--- config.mk ---
export PLATFORM = sky130hd
export DESIGN_NAME = tiny_eth_rx_deframer_flat
export DESIGN_NICKNAME = d
export VERILOG_FILES = /design/src/rtl/tiny_eth_pkg.sv /design/src/rtl/tiny_eth_rx_deframer_if.sv /design/src/rtl/tiny_eth_crc32.sv /design/src/rtl/tiny_eth_rx_deframer.sv /design/src/flat_wrapper.sv
export SDC_FILE = /design/constraint.sdc
export NUM_CORES = 1
export LEC_CHECK = 0
export ABC_AREA = 1
export CAP_MARGIN = 10
export CORE_ASPECT_RATIO = 1.4
export CORE_UTILIZATION = 40
export DETAILED_ROUTE_END_ITERATION = 7
export REMOVE_ABC_BUFFERS = 1
export SYNTH_ARGS = -nofsm -noshare
export SYNTH_HDL_FRONTEND = slang
export SYNTH_SLANG_ARGS = --single-unit
--- constraint.sdc ---
create_clock -name rx_clk -period 1.95 [get_ports rx_clk]
set_input_delay 0.2925 -clock rx_clk [delete_from_list [all_inputs] [get_ports rx_clk]]
set_output_delay 0.2925 -clock rx_clk [all_outputs]
set_load 0.02 [all_outputs]
--- src/rtl/tiny_eth_pkg.sv ---
// rtl/tiny_eth_pkg.sv - shared constants for the tiny_eth MAC receive/transmit paths
package tiny_eth_pkg;

    localparam logic [7:0]  PREAMBLE_BYTE = 8'h55;
    localparam logic [7:0]  SFD_BYTE      = 8'hD5;

    localparam logic [31:0] CRC_POLY      = 32'hEDB8_8320;
    localparam logic [31:0] CRC_INIT      = 32'hFFFF_FFFF;
    localparam logic [31:0] CRC_RESIDUE   = 32'hDEBB_20E3;

    localparam int ERR_FCS      = 0;
    localparam int ERR_RUNT     = 1;
    localparam int ERR_OVERSIZE = 2;
    localparam int ERR_RXER     = 3;
    localparam int ERR_DRIBBLE  = 4;

    localparam logic [1:0] ST_IDLE     = 2'd0;
    localparam logic [1:0] ST_PREAMBLE = 2'd1;
    localparam logic [1:0] ST_DATA     = 2'd2;
    localparam logic [1:0] ST_DROP     = 2'd3;

endpackage

--- src/rtl/tiny_eth_rx_deframer_if.sv ---
// rtl/tiny_eth_rx_deframer_if.sv - PHY receive side plus payload stream and frame status
interface tiny_eth_rx_deframer_if #(
    parameter int DATA_W = 4
);
    logic [DATA_W-1:0] rx_data;
    logic              rx_en;
    logic              rx_er;
    logic [7:0]        out_data;
    logic              out_valid;
    logic              out_last;
    logic              out_err;
    logic              frame_good;
    logic              frame_bad;
    logic [4:0]        err_code;
    logic [10:0]       frame_len;

    modport master (
        output rx_data, rx_en, rx_er,
        input  out_data, out_valid, out_last, out_err,
        input  frame_good, frame_bad, err_code, frame_len
    );

    modport slave (
        input  rx_data, rx_en, rx_er,
        output out_data, out_valid, out_last, out_err,
        output frame_good, frame_bad, err_code, frame_len
    );
endinterface

--- src/rtl/tiny_eth_crc32.sv ---
// rtl/tiny_eth_crc32.sv - byte-wide reflected CRC-32 next-state function
module tiny_eth_crc32
    import tiny_eth_pkg::*;
(
    input  logic [31:0] crc_in,
    input  logic [7:0]  data_in,
    output logic [31:0] crc_out
);

    logic [31:0] c;

    // Eight serial LFSR steps, data LSB first
    always_comb begin
        c = crc_in;
        for (int i = 0; i < 8; i++) begin
            if (c[0] ^ data_in[i]) c = (c >> 1) ^ CRC_POLY;
            else                   c = c >> 1;
        end
        crc_out = c;
    end

endmodule

--- src/rtl/tiny_eth_rx_deframer.sv ---
// rtl/tiny_eth_rx_deframer.sv - MII/GMII receive deframer: preamble strip, FCS strip and checks
module tiny_eth_rx_deframer
    import tiny_eth_pkg::*;
#(
    parameter int DATA_W    = 4,
    parameter int MIN_FRAME = 64,
    parameter int MAX_FRAME = 1518,
    parameter int CHECK_FCS = 1
) (
    input logic                   rx_clk,
    input logic                   rst,
    tiny_eth_rx_deframer_if.slave bus
);

    localparam logic [10:0] LEN_MIN = 11'(MIN_FRAME);
    localparam logic [10:0] LEN_MAX = 11'(MAX_FRAME);
    localparam logic [10:0] LEN_SAT = 11'(MAX_FRAME + 1);

    logic [1:0]       state_q, state_d;
    logic             armed_q, armed_d;
    logic             half_q, half_d;
    logic [3:0]       nib_q, nib_d;
    logic             pre_seen_q, pre_seen_d;
    logic [4:0][7:0]  line_q, line_d;
    logic [2:0]       fill_q, fill_d;
    logic [10:0]      len_q, len_d;
    logic [31:0]      crc_q, crc_d, crc_next;
    logic             rxer_q, rxer_d;
    logic [7:0]       out_data_q, out_data_d;
    logic             out_valid_q, out_valid_d;
    logic             out_last_q, out_last_d;
    logic             out_err_q, out_err_d;
    logic             frame_good_q, frame_good_d;
    logic             frame_bad_q, frame_bad_d;
    logic [4:0]       err_code_q, err_code_d;
    logic [10:0]      frame_len_q, frame_len_d;

    logic [7:0]       rx_byte;
    logic             byte_vld;
    logic             half_nxt;
    logic [3:0]       nib_nxt;
    logic [4:0]       err_v;

    // Byte assembly: MII pairs nibbles low-first, GMII takes a byte per rx_en cycle
    if (DATA_W == 4) begin : g_mii
        assign rx_byte  = {bus.rx_data, nib_q};
        assign byte_vld = bus.rx_en & half_q;
        assign half_nxt = bus.rx_en & ~half_q;
        assign nib_nxt  = half_q ? nib_q : bus.rx_data;
    end else begin : g_gmii
        assign rx_byte  = bus.rx_data;
        assign byte_vld = bus.rx_en;
        assign half_nxt = 1'b0;
        assign nib_nxt  = nib_q;
    end

    tiny_eth_crc32 u_crc (
        .crc_in  (crc_q),
        .data_in (rx_byte),
        .crc_out (crc_next)
    );

    // Frame FSM, delay line, checks and registered output/status generation
    always_comb begin
        state_d      = state_q;
        armed_d      = armed_q | ~bus.rx_en;
        half_d       = half_nxt;
        nib_d        = nib_nxt;
        pre_seen_d   = pre_seen_q;
        line_d       = line_q;
        fill_d       = fill_q;
        len_d        = len_q;
        crc_d        = crc_q;
        rxer_d       = rxer_q;
        out_data_d   = 8'h00;
        out_valid_d  = 1'b0;
        out_last_d   = 1'b0;
        out_err_d    = 1'b0;
        frame_good_d = 1'b0;
        frame_bad_d  = 1'b0;
        err_code_d   = 5'd0;
        frame_len_d  = 11'd0;
        err_v        = 5'd0;

        case (state_q)
            ST_IDLE: begin
                if (bus.rx_en) begin
                    pre_seen_d = 1'b0;
                    len_d      = 11'd0;
                    fill_d     = 3'd0;
                    rxer_d     = 1'b0;
                    // A frame already in flight when reset released is never joined mid-way
                    if (!armed_q || bus.rx_er) begin
                        state_d = ST_DROP;
                    end else begin
                        state_d = ST_PREAMBLE;
                        if (byte_vld) begin
                            if (rx_byte == PREAMBLE_BYTE) pre_seen_d = 1'b1;
                            else                          state_d    = ST_DROP;
                        end
                    end
                end
            end

            ST_PREAMBLE: begin
                if (!bus.rx_en) begin
                    state_d = ST_IDLE;
                end else if (bus.rx_er) begin
                    state_d = ST_DROP;
                end else if (byte_vld) begin
                    if (rx_byte == PREAMBLE_BYTE) begin
                        pre_seen_d = 1'b1;
                    end else if (rx_byte == SFD_BYTE && pre_seen_q) begin
                        state_d = ST_DATA;
                        crc_d   = CRC_INIT;
                    end else begin
                        state_d = ST_DROP;
                    end
                end
            end

            ST_DATA: begin
                if (!bus.rx_en) begin
                    // End of frame: delay line head is the last payload byte, the rest is FCS
                    err_v[ERR_FCS]     = (CHECK_FCS != 0) && (crc_q != CRC_RESIDUE);
                    err_v[ERR_RUNT]    = (len_q < LEN_MIN) || (len_q <= 11'd4);
                    err_v[ERR_RXER]    = rxer_q;
                    err_v[ERR_DRIBBLE] = half_q;
                    if (fill_q == 3'd5) begin
                        out_valid_d = 1'b1;
                        out_data_d  = line_q[4];
                        out_last_d  = 1'b1;
                        out_err_d   = |err_v;
                    end
                    frame_good_d = ~|err_v;
                    frame_bad_d  = |err_v;
                    err_code_d   = err_v;
                    frame_len_d  = len_q;
                    state_d      = ST_IDLE;
                end else begin
                    if (bus.rx_er) rxer_d = 1'b1;
                    if (byte_vld) begin
                        crc_d  = crc_next;
                        line_d = {line_q[3:0], rx_byte};
                        fill_d = (fill_q == 3'd5) ? 3'd5 : fill_q + 3'd1;
                        len_d  = (len_q == LEN_SAT) ? len_q : len_q + 11'd1;
                        if (fill_q == 3'd5) begin
                            out_valid_d = 1'b1;
                            out_data_d  = line_q[4];
                        end
                        // Byte MAX_FRAME+1 terminates the frame early as oversize
                        if (len_q == LEN_MAX) begin
                            err_v[ERR_OVERSIZE] = 1'b1;
                            err_v[ERR_RXER]     = rxer_q | bus.rx_er;
                            out_last_d  = out_valid_d;
                            out_err_d   = out_valid_d;
                            frame_bad_d = 1'b1;
                            err_code_d  = err_v;
                            frame_len_d = LEN_SAT;
                            state_d     = ST_DROP;
                        end
                    end
                end
            end

            default: begin
                if (!bus.rx_en) state_d = ST_IDLE;
            end
        endcase
    end

    // State and output registers
    always_ff @(posedge rx_clk or negedge rst) begin
        if (!rst) begin
            state_q      <= ST_IDLE;
            armed_q      <= 1'b0;
            half_q       <= 1'b0;
            nib_q        <= 4'h0;
            pre_seen_q   <= 1'b0;
            line_q       <= '0;
            fill_q       <= 3'd0;
            len_q        <= 11'd0;
            crc_q        <= CRC_INIT;
            rxer_q       <= 1'b0;
            out_data_q   <= 8'h00;
            out_valid_q  <= 1'b0;
            out_last_q   <= 1'b0;
            out_err_q    <= 1'b0;
            frame_good_q <= 1'b0;
            frame_bad_q  <= 1'b0;
            err_code_q   <= 5'd0;
            frame_len_q  <= 11'd0;
        end else begin
            state_q      <= state_d;
            armed_q      <= armed_d;
            half_q       <= half_d;
            nib_q        <= nib_d;
            pre_seen_q   <= pre_seen_d;
            line_q       <= line_d;
            fill_q       <= fill_d;
            len_q        <= len_d;
            crc_q        <= crc_d;
            rxer_q       <= rxer_d;
            out_data_q   <= out_data_d;
            out_valid_q  <= out_valid_d;
            out_last_q   <= out_last_d;
            out_err_q    <= out_err_d;
            frame_good_q <= frame_good_d;
            frame_bad_q  <= frame_bad_d;
            err_code_q   <= err_code_d;
            frame_len_q  <= frame_len_d;
        end
    end

    assign bus.out_data   = out_data_q;
    assign bus.out_valid  = out_valid_q;
    assign bus.out_last   = out_last_q;
    assign bus.out_err    = out_err_q;
    assign bus.frame_good = frame_good_q;
    assign bus.frame_bad  = frame_bad_q;
    assign bus.err_code   = err_code_q;
    assign bus.frame_len  = frame_len_q;

endmodule

--- src/flat_wrapper.sv ---
// flat-port wrapper written by rule: the top's interface ports become plain ports
module tiny_eth_rx_deframer_flat import tiny_eth_pkg::*;
#(
    parameter int DATA_W    = 4,
    parameter int MIN_FRAME = 64,
    parameter int MAX_FRAME = 1518,
    parameter int CHECK_FCS = 1
)
  (rx_clk, rst, bus_rx_data, bus_rx_en, bus_rx_er, bus_out_data, bus_out_valid, bus_out_last, bus_out_err, bus_frame_good, bus_frame_bad, bus_err_code, bus_frame_len);
  tiny_eth_rx_deframer_if #(.DATA_W(DATA_W)) bus_i ();
  input logic rx_clk;
  input logic rst;
  input wire logic [$bits(bus_i.rx_data)-1:0] bus_rx_data;
  input wire logic [$bits(bus_i.rx_en)-1:0] bus_rx_en;
  input wire logic [$bits(bus_i.rx_er)-1:0] bus_rx_er;
  output wire logic [$bits(bus_i.out_data)-1:0] bus_out_data;
  output wire logic [$bits(bus_i.out_valid)-1:0] bus_out_valid;
  output wire logic [$bits(bus_i.out_last)-1:0] bus_out_last;
  output wire logic [$bits(bus_i.out_err)-1:0] bus_out_err;
  output wire logic [$bits(bus_i.frame_good)-1:0] bus_frame_good;
  output wire logic [$bits(bus_i.frame_bad)-1:0] bus_frame_bad;
  output wire logic [$bits(bus_i.err_code)-1:0] bus_err_code;
  output wire logic [$bits(bus_i.frame_len)-1:0] bus_frame_len;
  assign bus_i.rx_data = bus_rx_data;
  assign bus_i.rx_en = bus_rx_en;
  assign bus_i.rx_er = bus_rx_er;
  assign bus_out_data = bus_i.out_data;
  assign bus_out_valid = bus_i.out_valid;
  assign bus_out_last = bus_i.out_last;
  assign bus_out_err = bus_i.out_err;
  assign bus_frame_good = bus_i.frame_good;
  assign bus_frame_bad = bus_i.frame_bad;
  assign bus_err_code = bus_i.err_code;
  assign bus_frame_len = bus_i.frame_len;
  tiny_eth_rx_deframer #(.DATA_W(DATA_W), .MIN_FRAME(MIN_FRAME), .MAX_FRAME(MAX_FRAME), .CHECK_FCS(CHECK_FCS)) u_core (.rx_clk(rx_clk), .rst(rst), .bus(bus_i));
endmodule
==> results_dict.tcl, run 1 <==
set metrics [dict create \
    hpwl_mm 12.0 \
    cts_tree "built" \
    wl_mm 16.3 \
    relSlewSlack_pct 62.6 \
    slowest_delay_ps 420 \
    ioPinCount 37 \
    grt_pass1_wl_mm 26.6 \
    register_area_sq_mm 0.00317 \
    clockBufferDepth 2 \
    end_kind "flip-flop" \
    setup.worst_path.start_class "flip-flop" \
    ctsRootBufferMaster "clkbuf_16" \
    grt_usage_pct 21.1 \
    drtPass1Iterations 5 \
    setup_ws_ps -13.8 \
    yosys_warnings 0 \
    cts_buffers 17 \
    die-area_sq_mm 0.0169 \
    overflow 0 \
    crit_buf_inv 4 \
    grt_pass1_vias 5358 \
    clock_latency_ps 420 \
    report.final.slew_viol_count 0 \
    clock_skew_ps 10.4 \
    fillers 1511 \
    rows 54 \
    postRouteAntennaNets 0 \
    syn_avg_cell_area_sq_um 7.99 \
    postSynthCellCount 817 \
    gp_congestion 0.947 \
    start_util_pct 41.5 \
    areaGrowthSynthToFinish_pct 26.7 \
    fin_crit_ps 1960 \
    synth.top_cell.area_share_pct 35.6 \
    via_per_inst 4.92 \
    outcome "finished with violations" \
    via_count 5570 \
    port_buffers 36 \
    cts_sinks 125 \
    fin_nets 938 \
    power.density_mw_per_mm2 1570 \
    grt_max_degree 46 \
    fin_total_pwr_mw 13.0 \
    syn-cell-area_sq_mm 0.00653 \
    violations "negative setup slack" \
    worst_hold_slack_ps 409 \
    peakVddDrop_uv 678 \
    setup_viol 1 \
    synth_common_cells "nand2_1, inv_1, dfrtp_1" \
    worstSetupPathType "reg -> reg" \
    required_ps 2310 \
    synth_most_common_cell "nand2_1" \
    drcViolationCount 0 \
    path_clk_slew_ps 60 \
    die_w_um 110 \
    ys_types 46 \
    ys_async_sr_fraction_pct 100 \
    dpl.cell_count 1097 \
    fin_cells 1133 \
    multi_input_area_sq_mm 0.00289 \
    tightest_slew_ps 560 \
    die_y_um 153 \
    critPathTopFamily "buffers and inverters" \
    crit_path_cell_trace "buf_6 -> ha_4 -> clkinv_2 -> nor2_2 -> nor3_2 -> buf_4 -> nand3_4 -> nor2_4 -> clkinvlp_4 -> a21oi_2 -> nor2_1" \
    synth_flop_cell "dfrtp_1" \
    fin_crit_sh_pct 101 \
    ctsHtreeMaxLevel 4 \
    drtIter0Drc 252 \
    crit_slowest_cell "dfrtp_1" \
    grt_setup_unrepaired "yes" \
    max_freq_ghz 0.509 \
    hold_viol_final 0 \
    yosysTopAreaCell "dfrtp_1" \
    core-area_sq_mm 0.0157 \
    holdCritPathClass "in -> async" \
    synth.area.top_cells "dfrtp_1, nand2_1, dfstp_2, inv_1, o21ai_0" \
    worstPathMaxFanout 6 \
    antenna_cells 0 \
    worst_ep_arrival_time_ps 2320 \
    maxCapViolCount 0 \
    drive_gt1_share_pct 20.0 \
    ys_ff_latch 125 \
    routedWlPerCell_um 14.4 \
    p_leak_nw 4.13 \
    antenna_found_initial 0 \
    ys_seq_area_share_pct 48.5 \
    synth-edff-count 0 \
]
[what timing repair did]
item | 4_1_cts | 5_1_grt
hold endpoints to repair | 23 | 0
hold buffers | 1 | 0
resized for setup | 1 | 31
setup endpoints to repair | 1 | 45
setup buffers | 0 | 3
pin swaps | 0 | 7
[cell families (layout without fill, tap and decap cells)]
logic type	Yosys count	in the layout	share of synthesized area (%)
AND/OR/NAND/NOR	409	409	26.9
AO/OA/AOI/OAI	101	101	8.41
XOR/XNOR	42	42	6.44
adder cells (fa/ha/maj)	6	6	1.15
buffers and inverters	134	254	8.56
flip-flops	125	125	48.5
[worst reg2reg max path: stages, from the launching register on]
cell and delay (ps):
dfrtp_1 420, buf_6 140, ha_4 170, clkinv_2 60, nor2_2 40, nor3_2 190, buf_4 140, nand3_4 90
nor2_4 170, clkinvlp_4 230, a21oi_2 190, nor2_1 70
[report_power, final]
group          total (mW)  switching, mW  internal (mW)
sequential           4.16          0.550           3.61
clock                2.87           1.24           1.63
combinational        5.98           3.50           2.48
[cell type report]
class,instances,area share (%)
Sequential cell,125,38.3
Multi-Input combinational cell,558,34.9
Timing Repair Buffer,113,12.3
Clock buffer,17,5.14
Inverter,109,5.01
Tap cell,196,2.96
Clock inverter,15,1.33
[cells in the final DEF (no fill, tap or decap), types with 3 or more instances in the layout]
cell	synthesis	final
a21oi_1	19	17
a22oi_1	5	5
a31oi_1	4	4
buf_12	0	5
buf_4	2	67
buf_6	4	5
clkbuf_16	0	17
clkdlybuf4s50_1	0	35
clkinv_2	1	6
clkinvlp_4	0	3
dfrtp_1	93	93
dfstp_2	32	32
ha_1	6	3
ha_4	0	3
inv_1	104	100
inv_2	3	6
inv_6	0	6
nand2_1	249	247
nand2_2	7	9
nand3_1	55	55
nand4_1	17	17
nor2_1	51	46
nor2_2	2	7
nor3_1	14	13
o21ai_0	61	56
o21ai_1	2	6
or2_2	3	3
xnor2_1	10	8
xor2_1	28	28
[layer usage]
layer | routed length (um) | track usage [%]
met1 | 6650 | 23.9
met3 | 512 | 4.48
met5 | 0 | 0
met4 | 760 | 12.4
met2 | 8380 | 35.6
[registers in the layout, indices dropped and copies added, names as in the netlist]
signal,cells
u_core.nib_q,4
u_core.bus.frame_len,11
u_core.bus.out_valid,1
u_core.armed_q,1
u_core.bus.out_last,1
u_core.rxer_q,1
u_core.len_q,11
u_core.bus.out_err,1
u_core.bus.frame_good,1
u_core.fill_q,3
u_core.bus.frame_bad,1
u_core.bus.err_code,5
u_core.state_q,2
u_core.crc_q,32
u_core.line_q,40
u_core.half_q,1
u_core.pre_seen_q,1
u_core.bus.out_data,8
[stage by stage]
stage | TNS [ps] | setup slack, ps | utilization [%] | area [sq um]
floorplan | -38480 | -1210 | - | 6380
global placement | -4410 | -281 | 48.3 | 7600
detailed placement | -4470 | -271 | 48.3 | 7600
global route | -765 | -96.3 | 52.6 | 8270
CTS | 0 | 32.1 | 51.7 | 8140
finish | -13.8 | -13.8 | 52.6 | 8270
[path summary, 6_finish.rpt]
kind,from,endpoint,depth (start not counted),slack [ps]
worst max-delay path,u_core.state_q[1]$_DFFE_PN0P_,u_core.crc_q[4]$_DFFE_PN1P_,11,-10
worst min-delay path,rst,u_core.nib_q[0]$_DFFE_PN0N_,2,410
worst max register to register,u_core.state_q[1]$_DFFE_PN0P_,u_core.crc_q[4]$_DFFE_PN1P_,11,-10
worst min register to register,u_core.armed_q$_DFF_PN0_,u_core.armed_q$_DFF_PN0_,2,450
max in group asynchronous,rst,u_core.line_q[7]$_DFFE_PN0P_,3,860
min in group rx_clk,u_core.armed_q$_DFF_PN0_,u_core.armed_q$_DFF_PN0_,2,450
(Power assumes the default switching activity.)
==> run 2, diff against run 1 <==
- CAP_MARGIN: 10 -> 20
==> results of run 2 <==
Same layout as run 1: the final DEF is identical, and so are final timing and power.
